`config.mk`:
```
export PLATFORM = sky130hd
export DESIGN_NAME = dom_d1_share_gen
export DESIGN_NICKNAME = d
export VERILOG_FILES = /design/src/rtl/dom_pkg.sv /design/src/rtl/dom_lfsr32.sv /design/src/rtl/dom_d1_share_gen.sv
export SDC_FILE = /design/constraint.sdc
export NUM_CORES = 1
export LEC_CHECK = 0
export BUFFER_PORTS_ARGS = -buffer_cell sky130_fd_sc_hd__buf_4
export CAP_MARGIN = 20
export CORE_UTILIZATION = 46
export CTS_BUF_LIST = sky130_fd_sc_hd__clkbuf_16
export DETAILED_ROUTE_END_ITERATION = 6
export PLACE_DENSITY_LB_ADDON = 0.3
export SETUP_SLACK_MARGIN = 0.15
export SLEW_MARGIN = 20
export SYNTH_ARGS = -nofsm -noshare
export SYNTH_HDL_FRONTEND = slang
export SYNTH_SLANG_ARGS = --single-unit
```
`constraint.sdc`:
```
create_clock -name clk -period 1.1 [get_ports clk]
set_input_delay 0.22 -clock clk [delete_from_list [all_inputs] [get_ports clk]]
set_output_delay 0.22 -clock clk [all_outputs]
set_load 0.02 [all_outputs]
```
`src/rtl/dom_pkg.sv`:
```
// Shared types and constants for the first-order DOM share generator.
// Holds the LFSR polynomial, default seed and the transaction phase encoding.
package dom_pkg;

    localparam int                LFSR_W       = 32;
    localparam logic [LFSR_W-1:0] LFSR_TAPS    = 32'h8020_0003;
    localparam logic [LFSR_W-1:0] DEFAULT_SEED = 32'hACE1_0001;

    typedef enum logic [1:0] {
        IDLE = 2'd0,
        PH0  = 2'd1,
        PH1  = 2'd2
    } share_state_e;

    // Galois right-shift step for x^32+x^22+x^2+x+1.
    function automatic logic [LFSR_W-1:0] lfsr_step(input logic [LFSR_W-1:0] cur);
        return (cur >> 1) ^ (cur[0] ? LFSR_TAPS : {LFSR_W{1'b0}});
    endfunction

    // An all-zero state would lock the LFSR, so it is replaced by the fallback seed.
    function automatic logic [LFSR_W-1:0] seed_sanitize(
        input logic [LFSR_W-1:0] seed_data,
        input logic [LFSR_W-1:0] fallback
    );
        return (seed_data == '0) ? fallback : seed_data;
    endfunction

endpackage

```
`src/rtl/dom_lfsr32.sv`:
```
// Free-running 32-bit Galois LFSR that supplies masks and gadget randomness.
// A reseed request takes priority over stepping in the same cycle.
module dom_lfsr32
    import dom_pkg::*;
#(
    parameter logic [LFSR_W-1:0] SEED = DEFAULT_SEED
) (
    input  logic              clk,
    input  logic              rst_n,
    input  logic              seed_valid,
    input  logic [LFSR_W-1:0] seed_data,
    output logic [LFSR_W-1:0] state
);

    always_ff @(posedge clk or negedge rst_n) begin
        if (!rst_n) begin
            state <= SEED;
        end else if (seed_valid) begin
            state <= seed_sanitize(seed_data, SEED);
        end else begin
            state <= lfsr_step(state);
        end
    end

endmodule

```
`src/rtl/dom_d1_share_gen.sv`:
```
// Splits unmasked operands into two Boolean shares each and supplies fresh randomness
// to a first-order DOM AND gadget, holding shares stable across its two-cycle window.
module dom_d1_share_gen
    import dom_pkg::*;
#(
    parameter int                WIDTH = 1,
    parameter logic [LFSR_W-1:0] SEED  = DEFAULT_SEED
) (
    input  logic                 clk,
    input  logic                 rst_n,
    input  logic                 seed_valid,
    input  logic [LFSR_W-1:0]    seed_data,
    input  logic                 in_valid,
    output logic                 in_ready,
    input  logic [WIDTH-1:0]     in_a,
    input  logic [WIDTH-1:0]     in_b,
    output logic [2*WIDTH-1:0]   share_a,
    output logic [2*WIDTH-1:0]   share_b,
    output logic [WIDTH-1:0]     rand_r,
    output logic                 out_valid,
    input  logic                 out_ready
);

    share_state_e       state;
    logic [LFSR_W-1:0]  lfsr;
    logic [WIDTH-1:0]   mask_a;
    logic [WIDTH-1:0]   mask_b;
    logic [WIDTH-1:0]   fresh_r;
    logic [2*WIDTH-1:0] next_share_a;
    logic [2*WIDTH-1:0] next_share_b;
    logic               accept;

    dom_lfsr32 #(
        .SEED (SEED)
    ) u_lfsr (
        .clk        (clk),
        .rst_n      (rst_n),
        .seed_valid (seed_valid),
        .seed_data  (seed_data),
        .state      (lfsr)
    );

    // Disjoint LFSR slices, so masks and r in one transaction are independent bits.
    assign mask_a  = lfsr[WIDTH-1:0];
    assign mask_b  = lfsr[2*WIDTH-1:WIDTH];
    assign fresh_r = lfsr[3*WIDTH-1:2*WIDTH];

    if (3 * WIDTH < LFSR_W) begin : g_lfsr_hi
        logic unused_lfsr_hi;
        assign unused_lfsr_hi = ^lfsr[LFSR_W-1:3*WIDTH];
    end

    always_comb begin
        next_share_a = '0;
        next_share_b = '0;
        for (int i = 0; i < WIDTH; i++) begin
            next_share_a[2*i]   = in_a[i] ^ mask_a[i];
            next_share_a[2*i+1] = mask_a[i];
            next_share_b[2*i]   = in_b[i] ^ mask_b[i];
            next_share_b[2*i+1] = mask_b[i];
        end
    end

    // In PH1 a new operand can only enter once the consumer has sampled c.
    assign in_ready = (state == IDLE) || ((state == PH1) && out_ready);
    assign accept   = in_valid && in_ready;

    always_ff @(posedge clk or negedge rst_n) begin
        if (!rst_n) begin
            state     <= IDLE;
            share_a   <= '0;
            share_b   <= '0;
            rand_r    <= '0;
            out_valid <= 1'b0;
        end else begin
            case (state)
                IDLE: begin
                    out_valid <= 1'b0;
                    if (accept) begin
                        share_a <= next_share_a;
                        share_b <= next_share_b;
                        rand_r  <= fresh_r;
                        state   <= PH0;
                    end else begin
                        share_a <= '0;
                        share_b <= '0;
                        rand_r  <= '0;
                    end
                end
                PH0: begin
                    out_valid <= 1'b1;
                    state     <= PH1;
                end
                PH1: begin
                    // Without out_ready everything holds, so the gadget reloads identical values.
                    if (out_ready) begin
                        out_valid <= 1'b0;
                        if (accept) begin
                            share_a <= next_share_a;
                            share_b <= next_share_b;
                            rand_r  <= fresh_r;
                            state   <= PH0;
                        end else begin
                            share_a <= '0;
                            share_b <= '0;
                            rand_r  <= '0;
                            state   <= IDLE;
                        end
                    end
                end
                default: begin
                    share_a   <= '0;
                    share_b   <= '0;
                    rand_r    <= '0;
                    out_valid <= 1'b0;
                    state     <= IDLE;
                end
            endcase
        end
    end

endmodule
```
## Word level (Yosys, flattened, before mapping)

Index checks and enable logic that the tools add are counted.

- Flip-flop bits (word level): 40
- Output and inout port bits: 7

- Eq/ne operators: 4
- Muxes and demuxes: 18
- Bitwise operators: 4
- Reduce and logical (&&, ||, !) cells: 7

Operators by type and width:

| cell | count |
|---|---|
| 32-bit two-way mux | 3 |
| 32-bit zero test | 1 |
| 31-bit by 32-bit bitwise XOR with 32-bit output | 1 |
| 2-bit one-hot mux with 3 select lines | 3 |
| 2-bit two-way mux | 6 |
| 1-bit two-way mux | 4 |
| 2-bit inequality test (second input constant) | 2 |
| 2-bit AND reduction | 2 |
| 1-bit one-hot mux with 3 select lines | 1 |
| 2-bit by 1-bit equality test with 1-bit output (second input constant) | 1 |
| 2-bit equality test (second input constant) | 1 |
| 1-bit logical AND | 2 |
| 2-bit zero test | 1 |
| 1-bit one-hot mux with 2 select lines | 1 |
| 1-bit bitwise XOR | 2 |
| 1-bit logical OR | 1 |
| 1-bit inverter | 1 |

## Logic depth before layout (Yosys ltp)

- Depth after elaboration: 7
- Gate-level depth with buffers: 5
- Mapped depth without buffers: 4

## By module

A second synthesis with hierarchy kept.

- Cell total of the unflattened synthesis: 141
- Area total of the unflattened synthesis: 1726.7 µm²

By module, submodules not included:

| module | instances | cells an instance | area an instance (µm²) |
|---|---|---|---|
| dom_lfsr32 | 1 | 103 | 1326.3 |
| dom_d1_share_gen | 1 | 38 | 400.4 |

## Worst setup path before layout

Ideal clock, no wire load.

- Path type: register to register
- Start point: reg state[1]
- End point: reg share_a[1]
- Setup time: 66 ps
- Data arrival time: 1283 ps
- Data required time: 1034 ps
- Slack: -250 ps
- Cell stages (with the launch flop): 6
- Path buffers: 1
- Period minus slack after synthesis: 1350 ps
- Path through: dfrtp_1 > nand2b_1 > nor2b_1 > and2_1 > clkbuf_1 > a22o_1

- Longest elaborated chain between the ends: 7

RTL lines:

| element | line | source |
|---|---|---|
| start, declared | dom_d1_share_gen.sv:24 | `share_state_e state;` |
| start signal, assigned | dom_d1_share_gen.sv:70 | `state <= IDLE;` |
| start signal, assigned | dom_d1_share_gen.sv:83 | `state <= PH0;` |
| start signal, assigned | dom_d1_share_gen.sv:92 | `state <= PH1;` |
| 2-bit equality test | dom_d1_share_gen.sv:65 | `assign in_ready = (state == IDLE) \|\| ((state == PH1) && out_ready);` |
| 1-bit logical AND | dom_d1_share_gen.sv:65 |  |
| 1-bit logical OR * | dom_d1_share_gen.sv:65 |  |
| named net in_ready | dom_d1_share_gen.sv:14 | `output logic in_ready,` |
| 1-bit logical AND * | dom_d1_share_gen.sv:66 | `assign accept = in_valid && in_ready;` |
| 2-bit two-way mux * | dom_d1_share_gen.sv:79, dom_d1_share_gen.sv:98 |  |
| 2-bit two-way mux | dom_d1_share_gen.sv:96 | `if (out_ready) begin` |
| 2-bit one-hot mux with 3 select lines * | dom_d1_share_gen.sv:76 | `case (state)` |
| end signal, assigned | dom_d1_share_gen.sv:80 | `share_a <= next_share_a;` |
| end signal, assigned | dom_d1_share_gen.sv:99 | `share_a <= next_share_a;` |
| end, declared | dom_d1_share_gen.sv:17 | `output logic [2*WIDTH-1:0] share_a,` |

Mark *: on every way through the listed nets, which the timed path passes. The rest lies on a longest branch. The select of a mux whose other input is x is not followed.
A chain may end at the register's enable or synchronous reset.

## Worst setup path in the final report

- Start point: reg state[1]
- End point: out in_ready

- Longest elaborated chain between the ends: 3

RTL lines:

| element | line |
|---|---|
| 2-bit equality test | dom_d1_share_gen.sv:65 |
| 1-bit logical AND | dom_d1_share_gen.sv:65 |
| 1-bit logical OR * | dom_d1_share_gen.sv:65 |
| end, declared | dom_d1_share_gen.sv:14 |

Every way passes the cells marked *; elsewhere a longest branch is shown, timed or not.

==> results.md <==
- Initial antenna violation count: 0
- Placed Area: 0.00212 sq mm
- Largest net degree at the start of global routing: 41
- Reg2reg end: share_b[1]$_DFFE_PN0P_
- Routed Antenna Nets: 0
- Combinational cell fraction of total power: 23.8%
- Setup ws final: -174 ps
- Crit path from: state[1]$_DFFE_PN0P_
- CP Max Fanout: 2
- HP Start: seed_data[16]
- CTS root buf: clkbuf_16
- CTS tree: yes
- Syn Nets: 164
- Clock slew at reported path FFs: 60 ps
- Max cap viols: 0
- Reg2Reg Depth: 4
- Routed WL per cell: 17.9 um
- Critical path type: register to primary output
- Post-DR vias/cell: 5.28
- Initial core utilization: 48.5%
- I/O pins: 46
- FP Rows: 21
- Remaining global-route overflow: 0
- Area delta synth->final: 55.7%
- Flop pwr share: 43.5%
- Via count: 1246
- Clock buffer depth: 2
- HP Class: primary input to register
- FMAX: 0.785 GHz
- Reg area: 0.00101 sq mm
- Htree depth: 2
- Syn_area_per_cell: 13.1 sq um
- Overall global routing resource usage: 23.6%
- First-pass GRT wire length: 6150 um
- Crit path required time: 880 ps
- Internal power: 3080 uW
- Syn. warnings: 0
- Antenna diodes: 0
- Final nets: 228
- Worst Hold Endpoint: u_lfsr.state[16]$_DFF_PN1_
- Endpoints failing hold: 0
- Die Wd: 61.6 um
- Post-layout min period: 1270 ps
- VDD IR max: 0.00106 V
- FF+latch count, synth: 40
- Crit start category: register
- Area of the multi-input gates: 739 sq um
- HPWL after DPL: 2390 um
- Fill count: 212
- Reg2reg setup slack: -70 ps
- Unique masters post-synth: 23
- Fin. max-slew vios: 0
- Crit path DAT: 1050 ps
- DR pass1 iterations: 4
- Worst setup EP type: primary output
- Net Sw Frac: 25.7%
- Sw Pwr: 1070 uW
- CTS Sinks: 40
- Start of the worst register-to-register path: state[0]$_DFFE_PN0P_
- Setup TNS: -537 ps
- Initial drt markers: 58
- Worst skew pair latency: 280 ps
- PwrDens: 1630 mW/mm^2
- Most common cell after layout, fill and taps aside: buf_4
- Total wire length: 4230 um
- GPL Wtd Cong: 0.769
- Synth Instances: 125
- Core Footprint: 0.00336 sq mm
- DRC: 0
- Leakage: 0.00114 uW
- Setup violators final: 9
- Finished layout cell area: 0.00254 sq mm
- Skew final: 3.94 ps
- Outcome: finished with violations
- PnR Total Power: 4150 uW
- WHS Path Cells: 3
- Most frequent cells in the layout: 48 x buf_4, 31 x dfrtp_1, 22 x mux2_2, 12 x buf_6, 11 x inv_1
- Die Span Y: 61.6 um
- Failing checks: setup timing
- Vias in the first global route: 1364
- Unrepaired setup endpoints after global routing: yes
- Final period util: 116%
- Synthesized cell area: 0.00163 sq mm
- Slew @ Worst Pin: 501 ps
- Layout cell share with drive strength beyond 1: 62.1%
- DP Worst Slack: -352 ps
- Port Buffers: 45
- Rel. slew slack: 66.6%
- Clock share of power: 32.7%
- Sequential area share after synthesis: 62.0%
- CTS Buf Count: 5
- Full die area: 0.00379 sq mm
## registers in the layout (all words and copies together), names as in the netlist
register / count
u_lfsr.state: 32
share_a: 2
share_b: 2
state: 2
out_valid: 1
rand_r: 1
## power by group through the flow
stage | combinational (uW) | sequential [uW] | clock, uW
after global routing | 1050 | 1820 | 1440
after floorplan | 342 | 1840 | 0
final | 987 | 1800 | 1360
after detailed placement | 707 | 1810 | 0
after CTS | 932 | 1790 | 1380
after global placement | 689 | 1800 | 0
## cell families (layout without fill, tap and decap cells)
group	after synthesis	count (layout)	share of synthesized area, %
AND/OR/NAND/NOR	24	25	8.05
buffers and inverters	17	81	4.52
AO/OA/AOI/OAI	16	16	6.90
flip-flops	40	40	62.0
XOR/XNOR	5	5	2.68
multiplexers	23	23	15.8
## critical path, stage by stage (launching register included)
cell      delay (ps)
dfrtp_1          390
nand2b_1         110
nor2b_4          160
buf_6            120
## worst max-delay path by stage
stage / to / slack [ps] / depth (start not counted)
final: in_ready / -170 / 3
after global routing: in_ready / -230 / 3
after CTS: in_ready / -150 / 3
after detailed placement: u_lfsr.state[21]$_DFF_PN1_ / -350 / 5
after global placement: u_lfsr.state[0]$_DFF_PN1_ / -320 / 5
after floorplan: u_lfsr.state[0]$_DFF_PN1_ / -40 / 5
## cell type report
class	instances	share of cell area [%]
repair buffers	64	22.1
well taps	46	2.27
multi-input cells	69	29.1
inverters	9	1.33
clock inverters	3	0.443
flip-flops and latches	40	39.9
clock buffers	5	4.93
## what timing repair did
item	4_1_cts	5_1_grt
endpoints found under the setup margin	23	25
gates cloned	1	0
endpoints found under the hold margin	31	0
setup buffers	11	1
hold buffers	1	0
pin swaps	13	6
resized for setup	24	6
## stage by stage
stage	std cells	hold WS, ps	util [%]
4_1_cts	235	158	73.5
3_3_place_gp	214	210	63.1
5_1_grt	236	182	75.5
3_5_place_dp	214	219	63.1
6_report	236	174	75.5
2_1_floorplan	125	-75.6	-
## synth_stat cells (all sizes together)
| cell | count | area share (%) |
|---|---|---|
| or2 | 1 | 0.38 |
| xnor2 | 1 | 0.54 |
| buf | 3 | 1.3 |
| a22o | 5 | 2.7 |
| nor2b | 1 | 0.38 |
| nand4 | 2 | 0.77 |
| dfstp | 9 | 14 |
| o21a | 1 | 0.46 |
| nor2 | 9 | 2.1 |
| mux2 | 22 | 15 |
| nand2b | 1 | 0.38 |
| nand2 | 1 | 0.23 |
| clkbuf | 5 | 1.2 |
| and2 | 1 | 0.38 |
| nor4 | 8 | 3.5 |
| a31oi | 9 | 3.5 |
| dfrtp | 31 | 48 |
| inv | 9 | 2.1 |
| mux2i | 1 | 0.61 |
| o21ai | 1 | 0.31 |
| xor2 | 4 | 2.1 |
## layer usage
| layer | up-vias | global-route usage [%] | part of all wire [%] |
|---|---|---|---|
| li1 | 563 | - | - |
| met1 | 623 | 27.0 | 40 |
| met2 | 47 | 40.6 | 52 |
| met3 | 13 | 7.77 | 4.7 |
| met4 | 0 | 10.2 | 3.1 |
| met5 | - | 0 | 0 |
No activity file was read; power rests on OpenSTA's default activity.
